File: src/rtl/player_ctrl.sv
// Player sequencing controller: movement gating, shot launch/timeout,
// and the hit / respawn / game-over flow with lives and blink control.
module player_ctrl #(
    parameter int unsigned LIVES_INIT        = 3,
    parameter int unsigned HIT_FREEZE_FRAMES = 60,
    parameter int unsigned INVULN_FRAMES     = 90,
    parameter int unsigned BLINK_PERIOD      = 8,
    parameter int unsigned SHOT_MAX_FRAMES   = 120
) (
    input  logic       clk,
    input  logic       resetN,
    input  logic       startOfFrame,
    input  logic       keyLeft,
    input  logic       keyRight,
    input  logic       keyFire,
    input  logic       ballHit,
    input  logic       shotDone,
    input  logic       levelStart,
    output logic       moveLeft,
    output logic       moveRight,
    output logic       shotStart,
    output logic       shotActive,
    output logic       respawnReq,
    output logic       charVisible,
    output logic [2:0] lives,
    output logic       gameOver
);

    typedef enum logic [2:0] {WAIT_START, PLAY, HIT, RESPAWN, GAME_OVER} state_t;

    localparam logic [7:0] HIT_LAST   = 8'(HIT_FREEZE_FRAMES - 1);
    localparam logic [7:0] INV_LAST   = 8'(INVULN_FRAMES - 1);
    localparam logic [7:0] BLINK_LAST = 8'(BLINK_PERIOD - 1);
    localparam logic [7:0] SHOT_LAST  = 8'(SHOT_MAX_FRAMES - 1);

    state_t     state, state_nxt;
    logic [7:0] frame_cnt, blink_cnt, shot_cnt;
    logic       fire_prev;

    logic       fire_edge, hit_done, inv_done, blink_tick, shot_tmo;
    logic       entering, active_now, active_nxt, launch;
    logic       move_left_nxt, move_right_nxt, shot_active_nxt, respawn_nxt;
    logic       visible_nxt, game_over_nxt;
    logic [2:0] lives_nxt;

    always_comb begin
        fire_edge  = keyFire & ~fire_prev;
        hit_done   = startOfFrame && (frame_cnt == HIT_LAST);
        inv_done   = startOfFrame && (frame_cnt == INV_LAST);
        blink_tick = startOfFrame && (blink_cnt == BLINK_LAST);
        shot_tmo   = startOfFrame && (shot_cnt == SHOT_LAST);
    end

    always_ff @(posedge clk or negedge resetN) begin
        if (!resetN) state <= WAIT_START;
        else         state <= state_nxt;
    end

    // levelStart restarts the level from any state and outranks everything else
    always_comb begin
        state_nxt = state;
        if (levelStart) begin
            state_nxt = PLAY;
        end else begin
            case (state)
                PLAY:    if (ballHit)  state_nxt = HIT;
                HIT:     if (hit_done) state_nxt = (lives == '0) ? GAME_OVER : RESPAWN;
                RESPAWN: if (inv_done) state_nxt = PLAY;
                default: ;
            endcase
        end
    end

    always_comb begin
        entering   = levelStart || (state_nxt != state);
        active_now = (state == PLAY) || (state == RESPAWN);
        active_nxt = (state_nxt == PLAY) || (state_nxt == RESPAWN);
        launch     = active_now && active_nxt && !levelStart && fire_edge
                     && !shotActive && !shotDone;

        move_left_nxt  = active_nxt & keyLeft & ~keyRight;
        move_right_nxt = active_nxt & keyRight & ~keyLeft;

        if (!active_now || !active_nxt || levelStart) shot_active_nxt = 1'b0;
        else if (launch)                              shot_active_nxt = 1'b1;
        else if (shotDone || shot_tmo)                shot_active_nxt = 1'b0;
        else                                          shot_active_nxt = shotActive;

        respawn_nxt = levelStart || ((state_nxt == RESPAWN) && (state != RESPAWN));

        if (levelStart && (state == GAME_OVER))
            lives_nxt = 3'(LIVES_INIT);
        else if (!levelStart && (state == PLAY) && ballHit && (lives != '0))
            lives_nxt = lives - 3'd1;
        else
            lives_nxt = lives;

        case (state_nxt)
            GAME_OVER: visible_nxt = 1'b0;
            RESPAWN:   visible_nxt = entering ? 1'b1 : (charVisible ^ blink_tick);
            default:   visible_nxt = 1'b1;
        endcase

        game_over_nxt = (state_nxt == GAME_OVER);
    end

    // fire_prev resets high so a key already held at reset release is not an edge
    always_ff @(posedge clk or negedge resetN) begin
        if (!resetN) begin
            moveLeft    <= 1'b0;
            moveRight   <= 1'b0;
            shotStart   <= 1'b0;
            shotActive  <= 1'b0;
            respawnReq  <= 1'b0;
            charVisible <= 1'b1;
            lives       <= 3'(LIVES_INIT);
            gameOver    <= 1'b0;
            fire_prev   <= 1'b1;
            frame_cnt   <= '0;
            blink_cnt   <= '0;
            shot_cnt    <= '0;
        end else begin
            moveLeft    <= move_left_nxt;
            moveRight   <= move_right_nxt;
            shotStart   <= launch;
            shotActive  <= shot_active_nxt;
            respawnReq  <= respawn_nxt;
            charVisible <= visible_nxt;
            lives       <= lives_nxt;
            gameOver    <= game_over_nxt;
            fire_prev   <= keyFire;

            if (entering)          frame_cnt <= '0;
            else if (startOfFrame) frame_cnt <= frame_cnt + 8'd1;

            if (entering || blink_tick) blink_cnt <= '0;
            else if (startOfFrame)      blink_cnt <= blink_cnt + 8'd1;

            if (launch)                          shot_cnt <= '0;
            else if (shotActive && startOfFrame) shot_cnt <= shot_cnt + 8'd1;
        end
    end

endmodule

File: config.mk
export PLATFORM = sky130hd
export DESIGN_NAME = player_ctrl
export DESIGN_NICKNAME = d
export VERILOG_FILES = /design/src/rtl/player_ctrl.sv
export SDC_FILE = /design/constraint.sdc
export NUM_CORES = 1
export LEC_CHECK = 0
export ABC_AREA = 1
export ABC_CLOCK_PERIOD_IN_PS = 2120
export CAP_MARGIN = 10
export CORE_MARGIN = 3
export CORE_UTILIZATION = 52
export DETAILED_ROUTE_END_ITERATION = 10
export MAX_ROUTING_LAYER = met4
export PLACE_DENSITY = 0.76
export REMOVE_ABC_BUFFERS = 1
export SYNTH_ARGS = -nofsm -noshare
export SYNTH_HDL_FRONTEND = slang
export SYNTH_SLANG_ARGS = --single-unit
File: constraint.sdc
create_clock -name clk -period 2.12 [get_ports clk]
set_input_delay 0.53 -clock clk [delete_from_list [all_inputs] [get_ports clk]]
set_output_delay 0.53 -clock clk [all_outputs]
set_load 0.005 [all_outputs]
## After elaboration in Yosys (flattened, before gate mapping)

Index checks and enable logic that the tools add are counted.

- Add/subtract/negate cells: 4
- Multiply operators: 0
- Divide/modulo/power cells: 0
- Magnitude comparators: 0
- Equal/unequal tests: 13
- Shifts and indexed selects: 0
- Muxes and demuxes: 19
- Bitwise gates (word level): 9
- Reductions and logical operators: 35

Operators with widths:

| kind | number |
|---|---|
| $mux 8 | 6 |
| $add 8x1->8 const B | 3 |
| $mux 3 | 7 |
| $eq 8x7->1 const B | 2 |
| $logic_and 1x1->1 | 15 |
| $eq 3x2->1 const B | 3 |
| $pmux 3 s3 | 1 |
| $eq 8x3->1 const B | 1 |
| $eq 8x6->1 const B | 1 |
| $logic_or 1x1->1 | 8 |
| $reduce_bool 2->1 | 4 |
| $eq 3x1->1 const B | 2 |
| $eq 3x3->1 const B | 2 |
| $reduce_bool 3->1 | 2 |
| $and 1x1->1 | 5 |
| $logic_not 1->1 | 5 |
| $mux 1 | 4 |
| $logic_not 3->1 | 1 |
| $ne 3x2->1 const B | 1 |
| $ne 3x3->1 | 1 |
| $not 1->1 | 3 |
| $sub 3x1->3 const B | 1 |
| $pmux 1 s2 | 1 |
| $xor 1x1->1 | 1 |

- Register bits after elaboration: 38
- Bits in latches: 0
- Bits in writable memories: 0
- Memory bits (read-only): 0
- Word-level logic and storage cells: 93
- Memories kept: 0

## Depth between registers and ports, before layout

Gate-level depths: netlist of run 1.

- Depth after elaboration: 14
- Gate-level depth with buffers: 14
- Depth with buffers taken out: 13

## Worst setup path before layout of run 1

Ideal clock, no wire load.

- Path kind: register -> register
- Start: reg lives[0]
- End: reg blink_cnt[6]
- Setup time: 0.065 ns
- Arrival time: 1.816 ns
- Required time: 2.055 ns
- Path slack: 0.239 ns
- Cell stages (with the launch flop): 15
- Clock period less this slack: 1.881 ns
- Cell sequence: dfstp_2 -> inv_1 -> ha_1 -> nand2_1 -> inv_1 -> nand3_1 -> nand2_1 -> nand3_1 -> nand2_1 -> nand2_2 -> nand3_4 -> nor2_8 -> buf_12 -> nand3_1 -> nand2_1

- Word-level cells in the longest chain between the ends: 9
- Elaborated cells between the ends (all ways): 10
- Those cells by class: eq/ne: 1; mux: 5; reduce/logical: 4

RTL lines:

| element | line | text |
|---|---|---|
| from (decl) | 25 | `output logic [2:0] lives,` |
| from (signal assigned) | 116 | `lives <= 3'(LIVES_INIT);` |
| from (signal assigned) | 129 | `lives <= lives_nxt;` |
| $logic_not 3->1 (*) | 67 | `HIT: if (hit_done) state_nxt = (lives == '0) ? GAME_OVER : RESPAWN;` |
| $mux 3 (*) (2 in series) | 67 |  |
| $pmux 3 s3 (*) | 65 | `case (state)` |
| $mux 3 (*) | 62 | `if (levelStart) begin` |
| $ne 3x3->1 (*) | 75 | `entering = levelStart \|\| (state_nxt != state);` |
| $logic_or 1x1->1 (*) | 75 |  |
| $logic_or 1x1->1 (*) | 136 | `if (entering \|\| blink_tick) blink_cnt <= '0;` |
| $mux 8 or $reduce_bool 2->1 (tied branches) | n/a |  |
| to (signal assigned) | 137 | `else if (startOfFrame) blink_cnt <= blink_cnt + 8'd1;` |
| to (decl) | 37 | `logic [7:0] frame_cnt, blink_cnt, shot_cnt;` |

Mark *: on every way between the ends. The rest lies on a longest branch, timed or not.
A chain may end at the register's enable or synchronous reset.

## Worst setup path in the final report of run 1

- Start: reg lives[0]
- End: reg blink_cnt[7]

The elaborated chain is that of the path after synthesis.

==> results of run 1 <==
## worst paths after layout
kind	cells past startpoint	slack, ns	endpoint
max in group asynchronous	2	1.48	fire_prev$_DFF_PN1_
min	2	0.27	frame_cnt[0]$_DFFE_PN0P_
min reg2reg	2	0.51	shot_cnt[1]$_DFFE_PN0P_
min in group clk	2	0.51	shot_cnt[1]$_DFFE_PN0P_
max reg2reg	13	0.18	blink_cnt[7]$_DFFE_PN0P_
max	13	0.18	blink_cnt[7]$_DFFE_PN0P_
## registers in the layout (all words and copies together) (netlist names)
| signal | cells |
|---|---|
| blink_cnt | 8 |
| fire_prev | 1 |
| moveRight | 1 |
| frame_cnt | 8 |
| respawnReq | 1 |
| shotActive | 1 |
| moveLeft | 1 |
| lives | 3 |
| shot_cnt | 8 |
| gameOver | 1 |
| charVisible | 1 |
| state | 3 |
| shotStart | 1 |
## timing repair
action / 4_1_cts / 5_1_grt
endpoints found under the setup margin: 0 / 13
buffers inserted: 0 / 1
resized for setup: 0 / 5
## power by group
part	switching [mW]	internal, mW	total (mW)
Sequential	0.0565	0.807	0.864
Clock	0.267	0.261	0.528
Combinational	0.247	0.221	0.468
Total	0.571	1.29	1.86
## routing by layer
layer  up-vias  track usage, %  part of all wire [%]
met5         -               -                     0
met4         0           6.263                   1.5
met3         7           5.470                   3.3
met2        21           31.84                    48
met1       857           23.74                    47
li1        932               -                     -
## stage by stage
| step | setup TNS, ns | hold WS, ns | worst slack [ns] | total power, mW | area, um2 |
|---|---|---|---|---|---|
| 2_1_floorplan | 0 | 0.2344 | 0.2658 | 1.114 | 2198 |
| 3_3_place_gp | -1.906 | 0.4947 | -0.1126 | 1.304 | 2586 |
| 5_1_grt | 0 | 0.3096 | 0.01095 | 1.971 | 2718 |
| 3_5_place_dp | -3.778 | 0.4977 | -0.2121 | 1.320 | 2586 |
| 4_1_cts | 0 | 0.2932 | 0.09489 | 1.850 | 2681 |
| 6_report | 0 | 0.2725 | 0.1781 | 1.861 | 2718 |
## cells by family (layout without fill, tap and decap cells)
kind of cell,Yosys count,count (layout),share of synthesized area [%]
xor gates and xnor gates,16,16,6.264
DFF,38,38,42.73
adders and majority gates,6,6,3.356
buffers and inverters,43,87,8.446
AOI/OAI and AO/OA,20,20,5.593
and+or+nand+nor,138,139,33.61
## layout by cell type, fill, tap and decap left out, drive strengths merged
cell            n
a211oi          1
a21boi          1
a21oi           7
a22oi           1
a31oi           1
buf            22
clkbuf          6
clkdlybuf4s50  16
clkinv          1
clkinvlp        1
dfrtp          34
dfstp           4
dlymetal6s2s    1
ha              6
inv            40
nand2          50
nand3          34
nand4           7
nor2           38
nor3            6
nor4            3
o21ai           4
o31ai           2
o41ai           3
or2             1
xnor2           6
xor2           10
## final cells by class
cell class	count	area share, %
inverters	40	5.525
multi-input cells	181	41.16
flip-flops and latches	38	35.17
well taps	50	2.302
clock inverters	2	0.4604
repair buffers	39	12.34
clock buffers	6	3.039
==> results.py, run 1 <==
metrics = {
    "cells_and_area": {
        "postLayoutCoreUtil_pct": 66.50,
        "drive_above_1_share_pct": 23.53,
        "fill_cells": 350,
        "nNetsFinal": 320,
        "seq_area_um2": 955.9,
        "multi_input_comb_area_um2": 1119,
        "stdcell_count": 356,
        "antennaDiodeCount": 0,
        "syn_to_final_growth_pct": 21.48,
    },
    "routing": {
        "via_count": 1817,
        "drt-total-wl_um": 4368,
        "via_per_inst": 5.104,
        "drt-wirelength-per-cell_um": 12.27,
        "antenna_left": 0,
        "first_iter_violations": 82,
        "drc": 0,
        "drt_pass1_iterations": 4,
    },
    "grt": {
        "antenna_found_initial": 0,
        "grt_pass1_wl_um": 7672,
        "grt_overflow": 0,
        "grtUsageTotal_pct": 19.63,
        "grt_max_degree": 39,
        "grt_pass1_vias": 1791,
    },
    "critical_path": {
        "cp-startpoint": "lives[0]$_DFFE_PN1P_",
        "cp.arrival_ns": 2.18,
        "critPathBufInv": 2,
        "cp_top_family": "simple AND/OR/NAND/NOR gates",
        "path_max_fanout": 8,
        "crit_required_ns": 2.36,
        "cp-end-kind": "flip-flop",
        "worst_setup_path_start_kind": "flip-flop",
        "rr_startpoint": "lives[0]$_DFFE_PN1P_",
        "timing_worst_setup_path_type": "reg2reg",
        "cp_slowest_cell": "dfstp_2",
        "crit_chain": "inv_1, ha_1, nand2_2, inv_1, nand3_1, nand2_1, nand3_1, nand2_2, nand2_2, nand3_4, nor2_4, nand3_2, nand2_1",
        "critPathMaxStageDelay_ns": 0.53,
        "crit_top_cell": "nand2_2",
    },
    "sta": {
        "finalMaxSlewViolations": 0,
        "grt_setup_unrepaired": "false",
        "hold_viol": 0,
        "clock.fmax_ghz": 0.5150,
        "setup_viol_count_final": 0,
        "skew_ns": 0.009788,
        "fin_crit_ns": 1.942,
        "maxSlewHeadroom_pct": 68.02,
        "min_period_over_period_pct": 91.60,
        "worst_pin_slew_ns": 0.4797,
    },
    "place": {
        "place_inst": 346,
        "io_buffers": 18,
        "place_congestion": 0.9261,
        "hpwlAfterDp_um": 3201,
    },
    "job": {
        "maxCapViolCount": 0,
    },
    "logic_synthesis": {
        "synth_top_flop_cell": "dfrtp_1",
        "synth_area_per_cell_um2": 8.571,
        "netlist.top_cell.by_area": "dfrtp_1",
        "synthDistinctLibCells": 34,
        "ys_ff_latch": 38,
        "post-synth-top-area-fraction_pct": 38.03,
        "yosysMostFrequentCell": "nand2_1",
        "synthTopCellsByCount": "nand2_1, inv_1, dfrtp_1",
        "yosys_warnings": 0,
        "async_flop_share_pct": 100.0,
        "synthTopCellsByArea": "dfrtp_1, nand2_1, inv_1, nand3_1, dfstp_2",
        "synth_edf_count": 0,
        "netlist_area_um2": 2237,
        "seq_area_frac_synth_pct": 42.73,
        "synthCells": 261,
    },
    "hold_path": {
        "worst_hold_path_type": "in2async",
    },
    "cts": {
        "cts_root_buf": "clkbuf_8",
        "tritoncts": "built",
        "cts_buffer_depth": 2,
        "clk_latency_ns": 0.30,
        "htreeDepth": 2,
        "clock_sinks": 38,
        "clkTransAtPathRegs_ns": 0.08,
        "cts_buffers": 5,
        "hold_buffers": 0,
    },
    "floorplanning": {
        "die_w_um": 71.59,
        "fp-row-count": 23,
        "initial_core_util_pct": 54.75,
        "die_area_um2": 5125,
        "die_h_um": 71.59,
        "io_pins": 19,
        "core-area_um2": 4086,
    },
    "pwr": {
        "vdd_drop_max_v": 0.0005500,
        "p_per_area_nw_per_um2": 684.6,
        "p_leak_nw": 1.354,
    },
    "run_status": {
        "status": "complete, no violations",
    },
}
(Power assumes the default switching activity.)
==> run 2: changes to the inputs <==
--- a/config.mk
+++ b/config.mk
@@ -7,7 +7,7 @@
 export LEC_CHECK = 0
 export ABC_AREA = 1
 export ABC_CLOCK_PERIOD_IN_PS = 2120
-export CAP_MARGIN = 10
+export CAP_MARGIN = 40
 export CORE_MARGIN = 3
 export CORE_UTILIZATION = 52
 export DETAILED_ROUTE_END_ITERATION = 10
==> results of run 2 <==
No change in the layout: final DEF, timing and power equal those of run 1.
